<file path="src/rtl/ctrl_pkg.sv">
// Shared opcodes, ALU/operand encodings, FSM states and decode structs for the control unit.
// Pure declarations: no logic, no latency, no flow control.
package ctrl_pkg;

    localparam logic [3:0] OPC_BR   = 4'b0000;
    localparam logic [3:0] OPC_ADD  = 4'b0001;
    localparam logic [3:0] OPC_AND  = 4'b0101;
    localparam logic [3:0] OPC_NOT  = 4'b1001;
    localparam logic [3:0] OPC_LEA  = 4'b1110;
    localparam logic [3:0] OPC_HALT = 4'b1111;

    localparam logic [1:0] ALU_ADD = 2'b00;
    localparam logic [1:0] ALU_AND = 2'b01;
    localparam logic [1:0] ALU_NOT = 2'b10;
    localparam logic [1:0] ALU_LEA = 2'b11;

    localparam logic [1:0] SRC_IMM = 2'b00;
    localparam logic [1:0] SRC_PC  = 2'b01;
    localparam logic [1:0] SRC_REG = 2'b10;

    typedef enum logic [1:0] {
        ST_FETCH,
        ST_DECODE,
        ST_EXEC,
        ST_HALT
    } state_t;

    typedef enum logic [2:0] {
        OP_BR,
        OP_ADD,
        OP_AND,
        OP_NOT,
        OP_LEA,
        OP_HALT,
        OP_ILL
    } op_cls_t;

    typedef struct packed {
        op_cls_t    op_cls;
        logic [1:0] alu_op;
        logic [1:0] source_sel;
        logic       reg_wr;
    } ctrl_t;

    typedef struct packed {
        logic [2:0] dr;
        logic [2:0] sr1;
        logic [2:0] sr2;
        logic [5:0] imm;
    } fields_t;

endpackage

</file>
<file path="src/rtl/ctrl_decode.sv">
// Instruction decoder: maps ir to an op class, ALU controls and register/immediate fields.
// Latency: purely combinational, zero cycles.
// Backpressure: none; output follows ir continuously.
module ctrl_decode
    import ctrl_pkg::*;
(
    input  logic [15:0] ir,
    output ctrl_t       ctrl,
    output fields_t     fields
);

    always_comb begin
        ctrl = '{op_cls: OP_ILL, alu_op: ALU_ADD, source_sel: SRC_IMM, reg_wr: 1'b0};
        case (ir[15:12])
            OPC_ADD: begin
                ctrl.op_cls     = OP_ADD;
                ctrl.alu_op     = ALU_ADD;
                ctrl.source_sel = ir[5] ? SRC_IMM : SRC_REG;
                ctrl.reg_wr     = 1'b1;
            end
            OPC_AND: begin
                ctrl.op_cls     = OP_AND;
                ctrl.alu_op     = ALU_AND;
                ctrl.source_sel = ir[5] ? SRC_IMM : SRC_REG;
                ctrl.reg_wr     = 1'b1;
            end
            OPC_NOT: begin
                ctrl.op_cls     = OP_NOT;
                ctrl.alu_op     = ALU_NOT;
                ctrl.source_sel = SRC_REG;
                ctrl.reg_wr     = 1'b1;
            end
            OPC_LEA: begin
                ctrl.op_cls     = OP_LEA;
                ctrl.alu_op     = ALU_LEA;
                ctrl.source_sel = SRC_PC;
                ctrl.reg_wr     = 1'b1;
            end
            OPC_BR:   ctrl.op_cls = OP_BR;
            OPC_HALT: ctrl.op_cls = OP_HALT;
            default:  ctrl.op_cls = OP_ILL;
        endcase
    end

    assign fields = '{dr: ir[11:9], sr1: ir[8:6], sr2: ir[2:0], imm: ir[5:0]};

endmodule

</file>
<file path="src/rtl/control_unit.sv">
// Multi-cycle fetch/decode/execute sequencer; CTRL_TRAP_ILLEGAL_EN turns illegal opcodes into a halt trap.
// Latency: 3 cycles per instruction (fetch, decode, exec) plus any imem wait cycles.
// Backpressure: fetch request held with a stable address until imem_valid; valid ignored outside fetch.
module control_unit
    import ctrl_pkg::*;
#(
    parameter int PC_W = 6,
    parameter int IR_W = 16
) (
    input  logic            clk,
    input  logic            rst_n,
    output logic            imem_req,
    output logic [PC_W-1:0] imem_addr,
    input  logic            imem_valid,
    input  logic [IR_W-1:0] imem_rdata,
    output logic [1:0]      alu_op,
    output logic [1:0]      source_sel,
    output logic [5:0]      ins_immediate,
    output logic [PC_W-1:0] pc,
    output logic [2:0]      reg_dr,
    output logic [2:0]      reg_sr1,
    output logic [2:0]      reg_sr2,
    output logic            reg_we,
    input  logic            negative,
    input  logic            zero,
    input  logic            positive,
    output logic [2:0]      nzp,
    output logic            halted,
    output logic            illegal_op
);

    state_t          state_q, state_d;
    logic [PC_W-1:0] pc_q, pc_d;
    logic [IR_W-1:0] ir_q, ir_d;
    logic [2:0]      nzp_q, nzp_d;
    ctrl_t           ctrl;
    fields_t         fields;
    logic [PC_W-1:0] br_off;
`ifdef CTRL_TRAP_ILLEGAL_EN
    logic            illegal_q, illegal_d;
`endif

    ctrl_decode u_decode (
        .ir     (ir_q[15:0]),
        .ctrl   (ctrl),
        .fields (fields)
    );

    // Branch offset is a 6-bit two's complement value, sign-extended to the pc width.
    assign br_off = PC_W'(32'(signed'(fields.imm)));

    always_comb begin
        state_d    = state_q;
        pc_d       = pc_q;
        ir_d       = ir_q;
        nzp_d      = nzp_q;
        reg_we     = 1'b0;
        alu_op     = ALU_ADD;
        source_sel = SRC_IMM;
`ifdef CTRL_TRAP_ILLEGAL_EN
        illegal_d  = illegal_q;
`endif
        case (state_q)
            ST_FETCH: begin
                if (imem_valid) begin
                    ir_d    = imem_rdata;
                    pc_d    = pc_q + PC_W'(1);
                    state_d = ST_DECODE;
                end
            end
            ST_DECODE: state_d = ST_EXEC;
            ST_EXEC: begin
                alu_op     = ctrl.alu_op;
                source_sel = ctrl.source_sel;
                reg_we     = ctrl.reg_wr;
                state_d    = ST_FETCH;
                if (ctrl.reg_wr) begin
                    nzp_d = {negative, zero, positive};
                end
                case (ctrl.op_cls)
                    OP_BR: begin
                        // The condition mask shares the dr field position.
                        if (|(fields.dr & nzp_q)) begin
                            pc_d = pc_q + br_off;
                        end
                    end
                    OP_HALT: state_d = ST_HALT;
                    OP_ILL: begin
`ifdef CTRL_TRAP_ILLEGAL_EN
                        illegal_d = 1'b1;
                        state_d   = ST_HALT;
`endif
                    end
                    default: ;
                endcase
            end
            default: ;
        endcase
    end

    always_ff @(posedge clk or negedge rst_n) begin
        if (!rst_n) begin
            state_q <= ST_FETCH;
            pc_q    <= '0;
            ir_q    <= '0;
            nzp_q   <= 3'b010;
        end else begin
            state_q <= state_d;
            pc_q    <= pc_d;
            ir_q    <= ir_d;
            nzp_q   <= nzp_d;
        end
    end

`ifdef CTRL_TRAP_ILLEGAL_EN
    always_ff @(posedge clk or negedge rst_n) begin
        if (!rst_n) begin
            illegal_q <= 1'b0;
        end else begin
            illegal_q <= illegal_d;
        end
    end
    assign illegal_op = illegal_q;
`else
    assign illegal_op = 1'b0;
`endif

    // Gated by rst_n so the request is low throughout reset yet rises as soon as reset releases.
    assign imem_req      = (state_q == ST_FETCH) && rst_n;
    assign imem_addr     = pc_q;
    assign pc            = pc_q;
    assign nzp           = nzp_q;
    assign halted        = (state_q == ST_HALT);
    assign reg_dr        = fields.dr;
    assign reg_sr1       = fields.sr1;
    assign reg_sr2       = fields.sr2;
    assign ins_immediate = fields.imm;

endmodule

</file>
<file path="config.mk">
export PLATFORM = sky130hd
export DESIGN_NAME = control_unit
export DESIGN_NICKNAME = d
export VERILOG_FILES = /design/src/rtl/ctrl_pkg.sv /design/src/rtl/ctrl_decode.sv /design/src/rtl/control_unit.sv
export SDC_FILE = /design/constraint.sdc
export NUM_CORES = 1
export LEC_CHECK = 0
export BUFFER_PORTS_ARGS = -buffer_cell sky130_fd_sc_hd__buf_2
export CELL_PAD_IN_SITES_DETAIL_PLACEMENT = 0
export CELL_PAD_IN_SITES_GLOBAL_PLACEMENT = 1
export CORE_UTILIZATION = 39
export CTS_BUF_LIST = sky130_fd_sc_hd__clkbuf_2
export CTS_CLUSTER_DIAMETER = 40
export DETAILED_ROUTE_END_ITERATION = 8
export PLACE_DENSITY_LB_ADDON = 0.1
export SETUP_SLACK_MARGIN = 0.15
export SLEW_MARGIN = 30
export SYNTH_ARGS = -nofsm -noshare
export SYNTH_HDL_FRONTEND = slang
export SYNTH_HIERARCHICAL = 1
export SYNTH_SLANG_ARGS = --single-unit
</file>
<file path="constraint.sdc">
create_clock -name clk -period 3.5 [get_ports clk]
set_clock_uncertainty 0.2 [all_clocks]
set_input_delay 0.175 -clock clk [delete_from_list [all_inputs] [get_ports clk]]
set_output_delay 0.175 -clock clk [all_outputs]
set_load 0.02 [all_outputs]
</file>
==> results.sh <==
export IMPL_synth_top_family_by_area="multiplexers"
export IMPL_synth_cell_types=38
export IMPL_fin_crit_sh_pct=78.3
export IMPL_synth_warnings=6
export IMPL_slew_violations=0
export IMPL_dp_hpwl_um=2480
export IMPL_tns_ps=0
export IMPL_dieWidth_um=67.7
export IMPL_cts_root_buf="clkbuf_2"
export IMPL_max_cap_viol_count=0
export IMPL_clock_sinks=27
export IMPL_period_needed_ps=2740
export IMPL_synth_seq_area_share_pct=40.3
export IMPL_rsz0062_at_grt="false"
export IMPL_critPathCaptureType="flop"
export IMPL_dp_cells=239
export IMPL_dr_total_vias=1267
export IMPL_synth_simple_area_share_pct=14.1
export IMPL_dieArea_um2=4580
export IMPL_setup_viol=0
export IMPL_synth_compound_gate_area_share_pct=8.41
export IMPL_clk_latency_ps=380
export IMPL_synth_edf_count=0
export IMPL_synth_top_flop_cell="dfrtp_1"
export IMPL_ir_worst_vdd_mv=0.414
export IMPL_fmax_mhz=365
export IMPL_critical_path_class="reg -> reg"
export IMPL_start_util_pct=41.4
export IMPL_finalHoldViolations=0
export IMPL_ant_nets=0
export IMPL_drt_iter0_drc=54
export IMPL_cts_htree_levels=1
export IMPL_fin_nets=247
export IMPL_synthAdderAreaFrac_pct=8.63
export IMPL_crit_path_start_kind="flop"
export IMPL_post_route_drc_count=0
export IMPL_grt_pass1_vias=1204
export IMPL_hold_ws_ps=89.0
export IMPL_tightest_slew_ps=705
export IMPL_r2r_cells=9
export IMPL_via_per_inst=4.82
export IMPL_relSlewSlack_pct=52.9
export IMPL_port_buffers=58
export IMPL_async_flop_share_pct=100
export IMPL_rows=23
export IMPL_synthXorXnorAreaFrac_pct=1.56
export IMPL_power_leakage_uw=0.00104
export IMPL_hp_class="in -> async"
export IMPL_die_h_um=67.7
export IMPL_core_area_um2=4060
export IMPL_syn_instance_count=155
export IMPL_clockBufferDepth=2
export IMPL_muxShareOfSynthArea_pct=15.4
export IMPL_syn_area_um2=1680
export IMPL_synth_seq_cells=27
export IMPL_grt_pass1_wl_um=5600
export IMPL_grt_antenna_before_repair=0
export IMPL_crit_arrival_ps=2880
export IMPL_powerDensity_nw_per_um2=871
export IMPL_wl_um=3450
export IMPL_cts_buffers_inserted=3
export IMPL_worstPathRequired_ps=3640
export IMPL_cts_tree="built"
export IMPL_area_growth_pct=23.9
export IMPL_layout_common_cells="buf_2 (58), dfrtp_1 (26), mux2_2 (23), dlygate4sd3_1 (20), ha_1 (10)"
export IMPL_gp_congestion=0.862
export IMPL_grt_max_degree=29
export IMPL_io_pins=60
export IMPL_final_cells=263
export IMPL_crit_fanout=14
export IMPL_synth_nets=188
export IMPL_mostFrequentLayoutCell="buf_2"
export IMPL_grt_total_usage_pct=16.5
export IMPL_synth_area_per_cell_um2=10.8
export IMPL_path_clk_slew_ps=290
export IMPL_drt_first_pass_iters=4
export IMPL_total_power_uw=1810
export IMPL_status="finished, final reports clean"
export IMPL_drive_above_1_share_pct=44.1
export IMPL_wl_per_cell_um=13.1
export IMPL_gr_total_overflow=0
export IMPL_antenna_cells=0
-- cells by family (layout without fill, tap and decap cells) --
logic type	Yosys count	count (layout)
and+or+nand+nor	39	39
buffers and inverters	29	87
DFF	27	27
muxes	23	23
AOI/OAI and AO/OA	22	22
adders and majority gates	11	11
xor gates and xnor gates	3	3
other	1	1
-- flip-flops by register name, summed over array words and instances (netlist names) --
name / count
nzp: 3
ir_q: 16
state_q: 2
imem_addr: 6
-- cell type report --
class	count	area [µm²]
flip-flops and latches	27	677
multi-input cells	99	812
inverters	5	18.8
fillers	368	1970
clock inverters	1	7.51
repair buffers	78	490
well taps	50	62.6
clock buffers	3	15.0
-- critical path: stages, from the launching register on --
cell	delay, ps
dfrtp_1	500
inv_1	110
ha_1	440
and2_1	260
ha_1	260
a211oi_1	240
nor2_1	100
mux2_2	280
a21oi_1	160
xor2_1	150
-- per-stage QoR --
stage,util [%],worst slack [ps],area (µm²)
floorplan,-,1010,1680
global placement,45.9,931,1860
detailed placement,45.9,826,1860
CTS,51.3,766,2080
global route,51.3,558,2080
finish,51.3,758,2080
-- power by group --
| part | leakage, µW | total [µW] | internal [µW] | switching (µW) |
|---|---|---|---|---|
| Combinational | 0.000712 | 1040 | 471 | 570 |
| Clock | 0.0000126 | 132 | 26.4 | 106 |
| Sequential | 0.000321 | 641 | 472 | 168 |
| Total | 0.00104 | 1810 | 970 | 844 |
-- final timing paths --
kind / start / endpoint / slack (ps)
max reg2reg: state_q[0] / imem_addr[5] / 760
min in group clk: imem_valid / state_q[0] / 130
max: state_q[0] / imem_addr[5] / 760
min: rst_n / state_q[0] / 90
min reg2reg: imem_addr[5] / imem_addr[5] / 300
max in group asynchronous: rst_n / imem_addr[0] / 2600
-- repair_timing --
item | CTS | global route
gates resized for setup | 0 | 0
endpoints found under the hold margin | 46 | 0
hold buffers | 20 | 0
buffers inserted | 0 | 0
-- cells in the mapped netlist (2+ instances only) --
library cell,count,area (µm²)
ha_1,10,125
mux2_2,23,259
and2_1,9,56.3
nand2_2,2,12.5
nand4b_1,2,17.5
nor3_1,2,10.0
dfrtp_1,26,651
xor2_1,2,17.5
nand2_1,6,22.5
buf_4,22,165
a211oi_1,3,22.5
a21oi_1,4,20.0
nand2b_1,4,25.0
nor2_1,5,18.8
inv_1,5,18.8
a21o_1,3,22.5
o21ai_0,6,30.0
-- layer usage --
metal | share of wire [%] | global-route usage [%] | wire [µm] | vias up
met4 | 0.58 | 3.99 | 20 | 0
met1 | 45 | 21.4 | 1540 | 597
met3 | 6.0 | 4.39 | 208 | 2
li1 | - | - | - | 626
met2 | 49 | 26.9 | 1680 | 42
met5 | 0 | 0 | 0 | -
No activity file was read; power rests on OpenSTA's default activity.
